==> src/rtl/npc_ctrl_if.sv <==
// Fetch-side redirect bus between the pipeline (master) and the next-PC sequencer (slave).
interface npc_ctrl_if;
    logic [31:0] pc;
    logic        ifu_stall;
    logic        exc_valid;
    logic        eret_valid;
    logic [31:0] epc;
    logic        br_valid;
    logic [31:0] br_target;
    logic [31:0] next_pc;
    logic        pc_stall;
    logic        fetch_flush;
    logic        pend_valid;

    modport master (
        output pc, ifu_stall, exc_valid, eret_valid, epc, br_valid, br_target,
        input  next_pc, pc_stall, fetch_flush, pend_valid
    );

    modport slave (
        input  pc, ifu_stall, exc_valid, eret_valid, epc, br_valid, br_target,
        output next_pc, pc_stall, fetch_flush, pend_valid
    );
endinterface

==> src/rtl/npc_ctrl.sv <==
// Next-PC sequencer: arbitrates exc > eret > branch > pc+4 and buffers redirects across ifu stalls.
// Optional NPC_PERF_CNT_EN adds perf_redirects / perf_stall_cycles counters.
module npc_ctrl #(
    parameter logic [31:0] EXC_VECTOR = 32'hbfc0_0380
) (
    input  logic        clk,
    input  logic        rst,
    npc_ctrl_if.slave   bus
`ifdef NPC_PERF_CNT_EN
    ,
    output logic [31:0] perf_redirects,
    output logic [31:0] perf_stall_cycles
`endif
);

    typedef enum logic {RUN = 1'b0, HOLD = 1'b1} state_t;
    // Numeric order of the encoding is the priority order used in the HOLD merge.
    typedef enum logic [1:0] {
        CLS_NONE = 2'd0,
        CLS_BR   = 2'd1,
        CLS_ERET = 2'd2,
        CLS_EXC  = 2'd3
    } cls_t;

    state_t      state, state_nx;
    cls_t        pend_class, cls_nx;
    logic [31:0] pend_target, tgt_nx;

    cls_t        req_cls;
    logic [31:0] req_tgt;
    logic        req;
    cls_t        eff_cls;
    logic [31:0] eff_tgt;
    logic        applied;

    always_comb begin
        req_cls = CLS_NONE;
        req_tgt = '0;
        if (bus.exc_valid) begin
            req_cls = CLS_EXC;
            req_tgt = EXC_VECTOR;
        end else if (bus.eret_valid) begin
            req_cls = CLS_ERET;
            req_tgt = bus.epc;
        end else if (bus.br_valid) begin
            req_cls = CLS_BR;
            req_tgt = bus.br_target;
        end
    end

    assign req = (req_cls != CLS_NONE);

    // A new request of equal class replaces the buffered one.
    always_comb begin
        eff_cls = pend_class;
        eff_tgt = pend_target;
        if (req && (req_cls >= pend_class)) begin
            eff_cls = req_cls;
            eff_tgt = req_tgt;
        end
    end

    always_comb begin
        state_nx        = state;
        cls_nx          = pend_class;
        tgt_nx          = pend_target;
        bus.next_pc     = bus.pc + 32'd4;
        bus.fetch_flush = req;
        applied         = 1'b0;
        case (state)
            RUN: begin
                if (req) begin
                    if (bus.ifu_stall) begin
                        state_nx = HOLD;
                        cls_nx   = req_cls;
                        tgt_nx   = req_tgt;
                    end else begin
                        bus.next_pc = req_tgt;
                        applied     = 1'b1;
                    end
                end
            end
            HOLD: begin
                if (bus.ifu_stall) begin
                    cls_nx = eff_cls;
                    tgt_nx = eff_tgt;
                end else begin
                    bus.next_pc = eff_tgt;
                    applied     = 1'b1;
                    state_nx    = RUN;
                    cls_nx      = CLS_NONE;
                    tgt_nx      = '0;
                end
            end
            default: state_nx = RUN;
        endcase
    end

    always_ff @(posedge clk or posedge rst) begin
        if (rst) begin
            state       <= RUN;
            pend_class  <= CLS_NONE;
            pend_target <= '0;
        end else begin
            state       <= state_nx;
            pend_class  <= cls_nx;
            pend_target <= tgt_nx;
        end
    end

    assign bus.pc_stall   = bus.ifu_stall;
    assign bus.pend_valid = (state == HOLD);

`ifdef NPC_PERF_CNT_EN
    always_ff @(posedge clk or posedge rst) begin
        if (rst) begin
            perf_redirects    <= '0;
            perf_stall_cycles <= '0;
        end else begin
            if (applied)
                perf_redirects <= perf_redirects + 32'd1;
            if (bus.ifu_stall)
                perf_stall_cycles <= perf_stall_cycles + 32'd1;
        end
    end
`else
    logic unused_applied;
    assign unused_applied = applied;
`endif

endmodule

==> src/flat_wrapper.sv <==
// flat-port wrapper written by rule: the top's interface ports become plain ports
module npc_ctrl_flat 
#(
    parameter logic [31:0] EXC_VECTOR = 32'hbfc0_0380
)
  (clk, rst, bus_pc, bus_ifu_stall, bus_exc_valid, bus_eret_valid, bus_epc, bus_br_valid, bus_br_target, bus_next_pc, bus_pc_stall, bus_fetch_flush, bus_pend_valid);
  npc_ctrl_if bus_i ();
  input  logic clk;
  input  logic rst;
  input wire logic [$bits(bus_i.pc)-1:0] bus_pc;
  input wire logic [$bits(bus_i.ifu_stall)-1:0] bus_ifu_stall;
  input wire logic [$bits(bus_i.exc_valid)-1:0] bus_exc_valid;
  input wire logic [$bits(bus_i.eret_valid)-1:0] bus_eret_valid;
  input wire logic [$bits(bus_i.epc)-1:0] bus_epc;
  input wire logic [$bits(bus_i.br_valid)-1:0] bus_br_valid;
  input wire logic [$bits(bus_i.br_target)-1:0] bus_br_target;
  output wire logic [$bits(bus_i.next_pc)-1:0] bus_next_pc;
  output wire logic [$bits(bus_i.pc_stall)-1:0] bus_pc_stall;
  output wire logic [$bits(bus_i.fetch_flush)-1:0] bus_fetch_flush;
  output wire logic [$bits(bus_i.pend_valid)-1:0] bus_pend_valid;
  assign bus_i.pc = bus_pc;
  assign bus_i.ifu_stall = bus_ifu_stall;
  assign bus_i.exc_valid = bus_exc_valid;
  assign bus_i.eret_valid = bus_eret_valid;
  assign bus_i.epc = bus_epc;
  assign bus_i.br_valid = bus_br_valid;
  assign bus_i.br_target = bus_br_target;
  assign bus_next_pc = bus_i.next_pc;
  assign bus_pc_stall = bus_i.pc_stall;
  assign bus_fetch_flush = bus_i.fetch_flush;
  assign bus_pend_valid = bus_i.pend_valid;
  npc_ctrl #(.EXC_VECTOR(EXC_VECTOR)) u_core (.clk(clk), .rst(rst), .bus(bus_i));
endmodule
==> config.mk <==
export PLATFORM = sky130hd
export DESIGN_NAME = npc_ctrl_flat
export DESIGN_NICKNAME = d
export VERILOG_FILES = /design/src/rtl/npc_ctrl_if.sv /design/src/rtl/npc_ctrl.sv /design/src/flat_wrapper.sv
export SDC_FILE = /design/constraint.sdc
export NUM_CORES = 1
export LEC_CHECK = 0
export ABC_AREA = 0
export CAP_MARGIN = 10
export CELL_PAD_IN_SITES_DETAIL_PLACEMENT = 1
export CELL_PAD_IN_SITES_GLOBAL_PLACEMENT = 1
export CORE_ASPECT_RATIO = 0.9
export CORE_UTILIZATION = 31
export DETAILED_ROUTE_END_ITERATION = 10
export PLACE_DENSITY = 0.87
export SLEW_MARGIN = 20
export SYNTH_ARGS = -nofsm -noshare
export SYNTH_HDL_FRONTEND = slang
export SYNTH_SLANG_ARGS = --single-unit
export TNS_END_PERCENT = 30
==> constraint.sdc <==
create_clock -name clk -period 6.5 [get_ports clk]
set_input_delay 1.95 -clock clk [delete_from_list [all_inputs] [get_ports clk]]
set_output_delay 1.95 -clock clk [all_outputs]
set_load 0.02 [all_outputs]
==> results of run 1 <==
-- final timing paths --
kind | start | to | slack (ns) | cells past startpoint
setup / recovery | bus_exc_valid | bus_next_pc[3] | -0.02 | 10
hold / removal | u_core.pend_target[31] | u_core.pend_target[31] | 0.49 | 1
setup reg to reg | u_core.pend_class[1] | u_core.pend_target[2] | 4.00 | 8
hold reg to reg | u_core.pend_target[31] | u_core.pend_target[31] | 0.49 | 1
max in group asynchronous | rst | u_core.pend_target[30] | 4.05 | 3
min in group asynchronous | rst | u_core.pend_target[9] | 2.09 | 3
-- cell type report --
class	count	area, um2
Inverter	15	56.3
Clock buffer	8	156
Tap cell	129	161
Fill cell	1253	5010
Sequential cell	35	876
Multi-Input combinational cell	333	2240
Timing Repair Buffer	204	1830
-- placed cells by master, fill, tap and decap left out, drive strengths merged, types with 13 or more instances in the layout --
master         count
clkdlybuf4s50    104
buf               69
nand2             48
nor2              39
dfrtp             35
a22oi             23
o21ai             22
mux2i             19
dlygate4sd2       16
inv               15
xnor2             14
nor3              14
a21oi             14
clkbuf            14
o221ai            13
a22o              13
-- where the power goes --
group          total, mW  internal (mW)  switching (mW)  leakage (nW)
clock network      0.259          0.163          0.0956        0.0772
registers          0.267          0.244          0.0225         0.452
logic              0.428          0.199           0.229          1.75
total              0.954          0.607           0.347          2.28
-- routing by layer --
| metal | GRT usage [%] | vias to the layer above | part of all wire [%] |
|---|---|---|---|
| met5 | 0 | - | 0 |
| met4 | 11.4 | 0 | 3.1 |
| met3 | 4.59 | 39 | 6.6 |
| met2 | 48.3 | 186 | 49 |
| met1 | 32.4 | 2126 | 41 |
| li1 | - | 1950 | - |
-- stage by stage --
stage | setup TNS (ns) | instance area (um2) | std cells | hold WS, ns
2_1_floorplan | 0 | 3340 | 416 | 0.449
3_3_place_gp | -2.42 | 5190 | 716 | 0.459
3_5_place_dp | -3.82 | 5190 | 716 | 0.466
4_1_cts | -0.334 | 5330 | 724 | 0.495
5_1_grt | -0.417 | 5330 | 724 | 0.508
6_report | -0.0216 | 5330 | 724 | 0.495
-- repair_timing --
action,in CTS,in global routing
hold endpoints to repair,0,0
endpoints found under the setup margin,32,17
pin swaps,1,2
resized for setup,33,27
-- registers in the layout (all words and copies together), names as in the netlist --
name                   flops
u_core.pend_target        32
u_core.pend_class          2
u_core.bus.pend_valid      1
-- logic make-up after synthesis --
group	after synthesis	synth area share [%]
xor gates and xnor gates	26	6.82
and+or+nand+nor	150	22.7
buffers and inverters	48	7.42
AOI/OAI and AO/OA	136	30.4
muxes	19	5.70
adders and majority gates	2	0.750
DFF	35	26.2
==> results.json, run 1 <==
{
  "synth_common_cells": "nand2_1 (47), nor2_1 (38), dfrtp_1 (35)",
  "drv_slew": 0,
  "die_area_mm2": 0.0112,
  "vias": 4301,
  "tightestPinTransition_ns": 0.978,
  "worstPathArrival_ns": 4.57,
  "wl_um": 15300,
  "fmax_ghz": 0.153,
  "drt-pass1-iter-count": 8,
  "synth_edf_count": 0,
  "required_ns": 4.55,
  "vias_per_cell": 5.94,
  "syn_area_per_cell_um2": 8.02,
  "status": "complete, but fails checks",
  "numPortBuffers": 136,
  "wl_per_cell_um": 21.1,
  "grt-ovfl-total": 0,
  "slew_headroom_pct": 34.6,
  "critPathKind": "primary input to output port",
  "power_uw": 954,
  "synth_flop_cell": "dfrtp_1",
  "max_stage_delay_ns": 0.42,
  "grt_pass1_wl_um": 23800,
  "synth_top_area_cell": "dfrtp_1",
  "end_kind": "output port",
  "ctsLongestPathBuffers": 2,
  "core_area_mm2": 0.0103,
  "cts_root_buf": "clkbuf_16",
  "slowest_stage": "clkdlybuf4s50_1",
  "yosysUniqueCellTypes": 61,
  "finalHoldViolations": 0,
  "synth_nets": 520,
  "min_period_over_period_pct": 100,
  "grt_start_max_net_pins": 38,
  "ys_seq_area_share_pct": 26.2,
  "syn_inst": 416,
  "synth_area_leaders": "dfrtp_1 (26%), mux2i_1 (5.7%), nand2_1 (5.3%)",
  "fin_ws_ns": -0.0216,
  "pin_count": 137,
  "cts_buffers": 5,
  "cp-start-kind": "primary input",
  "cts_setup_buffers": 0,
  "path_cells": "clkdlybuf4s50_1 -> or2_2 -> ha_1 -> nor2_1 -> a311oi_2 -> nor2_1 -> buf_4 -> a222oi_1 -> inv_1 -> dlygate4sd2_1",
  "postCtsHoldBufs": 0,
  "path_clk_slew_ns": 0.06,
  "setup_viol_count_final": 1,
  "area_delta_synth_final_pct": 59.6,
  "gp_congestion": 0.918,
  "grt_antenna_before_repair": 0,
  "drive_above_1_share_pct": 17.8,
  "track_usage_pct": 27.1,
  "skew_ns": 0.00370,
  "vdd.ir_drop.worst_mv": 0.0935,
  "detail_route.iter0.violations": 339,
  "rsz0062_at_grt": "yes",
  "die_y_um": 100,
  "antenna_cells": 0,
  "ys_ff_latch": 35,
  "hpwl_um": 11500,
  "die_x_um": 111,
  "cap_violations": 0,
  "rows": 35,
  "yosys_warnings": 0,
  "crit_top_cell": "nor2_1",
  "path_buf_inv": 4,
  "power_density_mw_per_mm2": 179,
  "yosysMostFrequentCell": "nand2_1",
  "syn_area_mm2": 0.00334,
  "drtAntennaViolNets": 0,
  "route.detailed.drc": 18,
  "htree_levels": 2,
  "utilization_pct": 51.5,
  "path_max_fanout": 9,
  "initial_core_util_pct": 32.3,
  "nNetsFinal": 698,
  "ys_async_sr_fraction_pct": 100,
  "hold_class": "flip-flop to flip-flop",
  "leakage_nw": 2.28,
  "tritoncts": "done",
  "fin_crit_ns": 6.52,
  "insertion_delay_ns": 0.28,
  "grt_pass1_vias": 4655,
  "synth_top_area_share_pct": 26.2,
  "dpl_worst_slack_ns": -0.216,
  "violations": "design-rule violations, negative setup slack",
  "cts.sinks": 35,
  "crit_family": "buffers and inverters"
}
Note: power is estimated with default switching activity, not from simulation.
==> run 2, diff against run 1 <==
--- a/config.mk
+++ b/config.mk
@@ -5,7 +5,6 @@
 export SDC_FILE = /design/constraint.sdc
 export NUM_CORES = 1
 export LEC_CHECK = 0
-export ABC_AREA = 0
 export CAP_MARGIN = 10
 export CELL_PAD_IN_SITES_DETAIL_PLACEMENT = 1
 export CELL_PAD_IN_SITES_GLOBAL_PLACEMENT = 1
==> results of run 2 <==
The final DEF is identical to that of run 1; final timing and power are the same.
